File: config.mk
export PLATFORM = sky130hd
export DESIGN_NAME = cache_dp_fill_ctrl
export DESIGN_NICKNAME = d
export VERILOG_FILES = /design/src/rtl/cache_dp_fill_ctrl.sv
export SDC_FILE = /design/constraint.sdc
export NUM_CORES = 1
export LEC_CHECK = 0
export ABC_AREA = 1
export CAP_MARGIN = 15
export CORE_ASPECT_RATIO = 1.5
export CORE_UTILIZATION = 55
export CTS_CLUSTER_DIAMETER = 150
export CTS_CLUSTER_SIZE = 10
export DETAILED_ROUTE_END_ITERATION = 7
export DONT_BUFFER_PORTS = 1
export PLACE_DENSITY = 0.76
export SLEW_MARGIN = 30
export SYNTH_ARGS = -nofsm -noshare
export SYNTH_HDL_FRONTEND = slang
export SYNTH_SLANG_ARGS = --single-unit
File: constraint.sdc
create_clock -name clk -period 7 [get_ports clk]
set_input_delay 2.1 -clock clk [delete_from_list [all_inputs] [get_ports clk]]
set_output_delay 2.1 -clock clk [all_outputs]
set_load 0.01 [all_outputs]
File: src/rtl/cache_dp_fill_ctrl.sv
// cache_dp_fill_ctrl: single-outstanding lookup/fill controller in front of the dual-port cache.
// Latency: hit response 2 cycles after accept; miss response 2 cycles after the memory data beat.
// Backpressure: holds the mem request and the client response stable until the matching ready.
// Optional feature macro: CACHE_FILL_VALID_TRACK_EN (per-index valid bits gate port-B hits).

module cache_dp_fill_ctrl #(
    parameter int IDX_BITS   = 2,
    parameter int DATA_WIDTH = 16,
    parameter int ADDR_WIDTH = 8
) (
    input  logic                  clk,
    input  logic                  reset,

    input  logic                  req_valid_i,
    output logic                  req_ready_o,
    input  logic [ADDR_WIDTH-1:0] req_addr_i,

    output logic                  resp_valid_o,
    input  logic                  resp_ready_i,
    output logic [DATA_WIDTH-1:0] resp_data_o,
    output logic                  resp_hit_o,

    output logic [ADDR_WIDTH-1:0] cache_addra_o,
    output logic [ADDR_WIDTH-1:0] cache_addrb_o,
    output logic [DATA_WIDTH-1:0] cache_wdata_o,
    output logic                  cache_cea_o,
    output logic                  cache_ceb_o,
    output logic                  cache_we_o,
    input  logic [DATA_WIDTH-1:0] cache_rdatab_i,
    input  logic                  cache_rhitb_i,

    output logic                  mem_req_valid_o,
    input  logic                  mem_req_ready_i,
    output logic [ADDR_WIDTH-1:0] mem_addr_o,
    input  logic                  mem_rsp_valid_i,
    input  logic [DATA_WIDTH-1:0] mem_rsp_data_i,

    output logic [15:0]           hit_count_o,
    output logic [15:0]           miss_count_o
);

    typedef enum logic [2:0] {
        S_IDLE     = 3'd0,
        S_LOOKUP   = 3'd1,
        S_MEM_REQ  = 3'd2,
        S_MEM_WAIT = 3'd3,
        S_FILL     = 3'd4,
        S_RESP     = 3'd5
    } state_t;

    state_t                state_q, state_d;
    logic [ADDR_WIDTH-1:0] addr_q, addr_d;
    logic [DATA_WIDTH-1:0] data_q, data_d;
    logic                  hit_q, hit_d;
    logic [15:0]           hit_cnt_q, hit_cnt_d;
    logic [15:0]           miss_cnt_q, miss_cnt_d;

    // Output strobes are flopped from the next state so they line up with the state they belong to
    logic                  req_rdy_q, req_rdy_d;
    logic                  ceb_q, ceb_d;
    logic                  fill_q, fill_d;
    logic                  mem_vld_q, mem_vld_d;
    logic                  resp_vld_q, resp_vld_d;

    logic                  lookup_hit;

`ifdef CACHE_FILL_VALID_TRACK_EN
    localparam int N_LINES = 2**IDX_BITS;

    logic [N_LINES-1:0] line_vld_q, line_vld_d;

    // A line becomes trustworthy only once this controller has filled it since reset
    always_comb begin
        line_vld_d = line_vld_q;
        if (state_q == S_FILL) begin
            line_vld_d[addr_q[IDX_BITS-1:0]] = 1'b1;
        end
    end

    // Valid bits are wiped by reset so stale zeroed cache entries cannot hit
    always_ff @(posedge clk or posedge reset) begin
        if (reset) begin
            line_vld_q <= '0;
        end else begin
            line_vld_q <= line_vld_d;
        end
    end

    assign lookup_hit = cache_rhitb_i & line_vld_q[addr_q[IDX_BITS-1:0]];
`else
    // Tag match alone decides; an untouched entry with tag 0 hits with data 0
    assign lookup_hit = cache_rhitb_i;
`endif

    // Next-state, datapath capture and saturating statistics
    always_comb begin
        state_d    = state_q;
        addr_d     = addr_q;
        data_d     = data_q;
        hit_d      = hit_q;
        hit_cnt_d  = hit_cnt_q;
        miss_cnt_d = miss_cnt_q;

        case (state_q)
            S_IDLE: begin
                // req_rdy_q is low for the first cycle after reset, so accept only when advertised
                if (req_valid_i && req_rdy_q) begin
                    addr_d  = req_addr_i;
                    state_d = S_LOOKUP;
                end
            end
            S_LOOKUP: begin
                if (lookup_hit) begin
                    data_d    = cache_rdatab_i;
                    hit_d     = 1'b1;
                    hit_cnt_d = (hit_cnt_q == 16'hFFFF) ? hit_cnt_q : hit_cnt_q + 16'd1;
                    state_d   = S_RESP;
                end else begin
                    hit_d      = 1'b0;
                    miss_cnt_d = (miss_cnt_q == 16'hFFFF) ? miss_cnt_q : miss_cnt_q + 16'd1;
                    state_d    = S_MEM_REQ;
                end
            end
            S_MEM_REQ: begin
                if (mem_req_ready_i) begin
                    state_d = S_MEM_WAIT;
                end
            end
            S_MEM_WAIT: begin
                // Memory data is only meaningful here; stray beats elsewhere are dropped
                if (mem_rsp_valid_i) begin
                    data_d  = mem_rsp_data_i;
                    state_d = S_FILL;
                end
            end
            S_FILL: begin
                // Single write cycle; the line is readable by the next request
                hit_d   = 1'b0;
                state_d = S_RESP;
            end
            S_RESP: begin
                if (resp_ready_i) begin
                    state_d = S_IDLE;
                end
            end
            default: begin
                state_d = S_IDLE;
            end
        endcase
    end

    // Registered output strobes decoded from the upcoming state
    always_comb begin
        req_rdy_d  = (state_d == S_IDLE);
        ceb_d      = (state_d == S_LOOKUP);
        mem_vld_d  = (state_d == S_MEM_REQ);
        fill_d     = (state_d == S_FILL);
        resp_vld_d = (state_d == S_RESP);
    end

    // Controller state and registered outputs; reset abandons any in-flight memory transaction
    always_ff @(posedge clk or posedge reset) begin
        if (reset) begin
            state_q    <= S_IDLE;
            addr_q     <= '0;
            data_q     <= '0;
            hit_q      <= 1'b0;
            hit_cnt_q  <= '0;
            miss_cnt_q <= '0;
            req_rdy_q  <= 1'b0;
            ceb_q      <= 1'b0;
            fill_q     <= 1'b0;
            mem_vld_q  <= 1'b0;
            resp_vld_q <= 1'b0;
        end else begin
            state_q    <= state_d;
            addr_q     <= addr_d;
            data_q     <= data_d;
            hit_q      <= hit_d;
            hit_cnt_q  <= hit_cnt_d;
            miss_cnt_q <= miss_cnt_d;
            req_rdy_q  <= req_rdy_d;
            ceb_q      <= ceb_d;
            fill_q     <= fill_d;
            mem_vld_q  <= mem_vld_d;
            resp_vld_q <= resp_vld_d;
        end
    end

    assign req_ready_o     = req_rdy_q;
    assign resp_valid_o    = resp_vld_q;
    assign resp_data_o     = data_q;
    assign resp_hit_o      = hit_q;

    // Both cache ports and the memory address track the latched request address in every state
    assign cache_addra_o   = addr_q;
    assign cache_addrb_o   = addr_q;
    assign cache_wdata_o   = data_q;
    assign cache_cea_o     = fill_q;
    assign cache_we_o      = fill_q;
    assign cache_ceb_o     = ceb_q;

    assign mem_req_valid_o = mem_vld_q;
    assign mem_addr_o      = addr_q;

    assign hit_count_o     = hit_cnt_q;
    assign miss_count_o    = miss_cnt_q;

endmodule
==> run summary <==
status = finished clean
area leader, netlist = dfrtp_1
maximum clock rate = 324 MHz
IO Count = 142
average vias per placed instance = 5.41
Cell Rows = 36
Worst Tran Pin Value = 818 ps
H-Tree Level Count = 3
Layout fillers = 609
proportion of layout cells with a drive suffix above 1 = 7.02%
vias in the first global route = 2766
Hold Vio Cnt, Final = 0
setup TNS = 0 ps
worst setup margin = 3910 ps
asr flop ratio synth = 100%
Die H = 102 microns
Area contributors post-synth = dfrtp_1 (44%), nand2_1 (20%), buf_4 (7.2%)
CTS tree = built
DRT Pass-1 Iters = 4
skew final = 9.46 ps
Mapped Nets = 532
Max FO, Critical Path = 20
antenna fix cells = 0
Worst-Skew Late Latency = 360 ps
Synth Instances = 483
YS warnings = 0
Worst slew margin = 45.5%
detailed placement HPWL = 5.33 mm
sequential fraction of the synthesis area = 44.4%
Initial Util = 56.8%
CP required = 7240 ps
crit start category = primary input
fin crit share = 44.1%
most common cell in the netlist = nand2_1
unrepaired setup endpoints after global routing = false
number of remaining DRC errors = 0
CORE AREA = 6440 sq um
total track usage = 23.1%
initial antenna violation count = 0
Slew Viols, Final = 0
Top FF cell, synth = dfrtp_1
Max Cap Viol = 0
VDD IR-drop max = 0.189 mV
synthesized flop and latch total = 65
Power per Cell Area = 406 nW/um^2
commonest cells in the netlist = nand2_1 (196), dfrtp_1 (65), nor2_1 (41)
critical path type = primary input to flop
Hold Crit Class = flop to flop
first-pass GRT wire length = 12.0 mm
cts bufs inserted = 9
Syn Area/Cell = 7.58 sq um
Arr. time, crit path = 3330 ps
clk sinks = 65
fin nets = 500
Die ar. = 6990 sq um
Synth cell types = 26
register clock-pin slew on the reported worst setup and hold paths = 70 ps
chip width = 68.6 microns
dpl ws = 3570 ps
Final ANT Viol Nets = 0
synthesized area = 3660 sq um
final total power = 0.00150 W
Root Buffer = clkbuf_8
Layout area overhead = 0.889%
Port Buffers = 0
fin crit period = 3090 ps
initial drt markers = 110
GPL Wtd Cong = 0.818
pin count of the biggest net entering global routing = 66
setup violators final = 0
crit end category = flop
Post-Route WL = 7.57 mm
EDFF count, synth = 0
Post-CTS Setup Bufs = 0
Longest Clk Path Bufs = 2
WL/cell = 14.2 microns
Static Leak = 1.81 nW
cts hold-fix bufs = 0
post-synth top area share = 44.4%
routed vias = 2880
PostCTS Resize Cnt = 0
grt ovf = 0
registers in the layout, summed over array words and instances, names as in the netlist:
signal / count
cache_cea_o: 1
mem_req_valid_o: 1
req_ready_o: 1
resp_valid_o: 1
cache_ceb_o: 1
cache_wdata_o: 16
resp_hit_o: 1
hit_count_o: 16
state_q: 3
cache_addra_o: 8
miss_count_o: 16
per-stage QoR:
stage | utilization (%) | instances | instance area, sq um | hold slack (ps)
6_report | 57.3 | 532 | 3690 | 596
5_1_grt | 57.3 | 532 | 3690 | 624
4_1_cts | 57.3 | 532 | 3690 | 600
3_5_place_dp | 53.4 | 516 | 3440 | 587
3_3_place_gp | 53.4 | 516 | 3440 | 573
2_1_floorplan | - | 483 | 3660 | 535
power breakdown:
group | switching, W | internal, W
combinational | 0.000234 | 0.000116
sequential | 0.000247 | 0.000501
clock | 0.000144 | 0.000257
total | 0.000624 | 0.000874
path summary, 6_finish.rpt:
| kind | endpoint | from | slack (ps) | depth (start not counted) |
|---|---|---|---|---|
| max in group asynchronous | cache_wdata_o[11] | reset | 4600 | 2 |
| worst min-delay path | resp_hit_o | resp_hit_o | 600 | 2 |
| worst max register to register | miss_count_o[1] | miss_count_o[0] | 4800 | 9 |
| min in group asynchronous | hit_count_o[3] | reset | 1870 | 2 |
| worst min register to register | resp_hit_o | resp_hit_o | 600 | 2 |
| worst max-delay path | miss_count_o[13] | cache_rhitb_i | 3910 | 6 |
worst max-delay path: stages:
cell,delay (ps)
nor2_2,140
nand2_1,90
nand2_1,470
inv_1,340
nand2_1,140
nand2_1,50
cells in the final DEF (no fill, tap or decap):
master     synthesis  layout
o21ai_1            6       6
nand3b_1           2       2
o21ai_0           10      10
nand2_1          196     196
nand3_2            2       2
nor2_4             2       2
bufinv_16          0       3
nand2_2            1       1
clkbuf_1           2       1
nand3_1           16      16
or2_1             10      10
dfrtp_1           65      65
inv_1             33      32
xor2_1            16      16
or2_2              6       6
nor2_1            41      41
ha_1               2       2
nor2_2             2       2
a21oi_1            1       1
clkbuf_8           0      11
inv_2              1       2
nand4_1            9       9
clkinv_1           1       1
clkinv_4           0       1
o211ai_1          16      16
buf_4             35       1
inv_4              1       1
cells by family (layout without fill, tap and decap cells):
logic type      Yosys count  in the layout  synth area share, %
compound gates           33             33                 5.61
buf+inv                  80             53                 12.6
flops                    65             65                 44.4
fa+ha+maj                 2              2                0.683
simple gates            287            287                 32.8
xor+xnor                 16             16                 3.83
routing by layer:
metal	GRT usage, %	routed length [microns]	up-vias
li1	-	-	1412
met5	0	0	-
met1	23.5	2900	1359
met2	39.2	3880	90
met4	15.7	252	0
met3	7.14	536	19
area by class of cell:
class / count / area, sq um / area share (%)
inverters: 36 / 138 / 3.73
clock inverters: 4 / 98.8 / 2.68
repair buffers: 1 / 7.51 / 0.203
multi-input cells: 338 / 1570 / 42.6
flip-flops and latches: 65 / 1630 / 44.0
clock buffers: 12 / 155 / 4.20
well taps: 76 / 95.1 / 2.57
No activity file was read; power rests on OpenSTA's default activity.
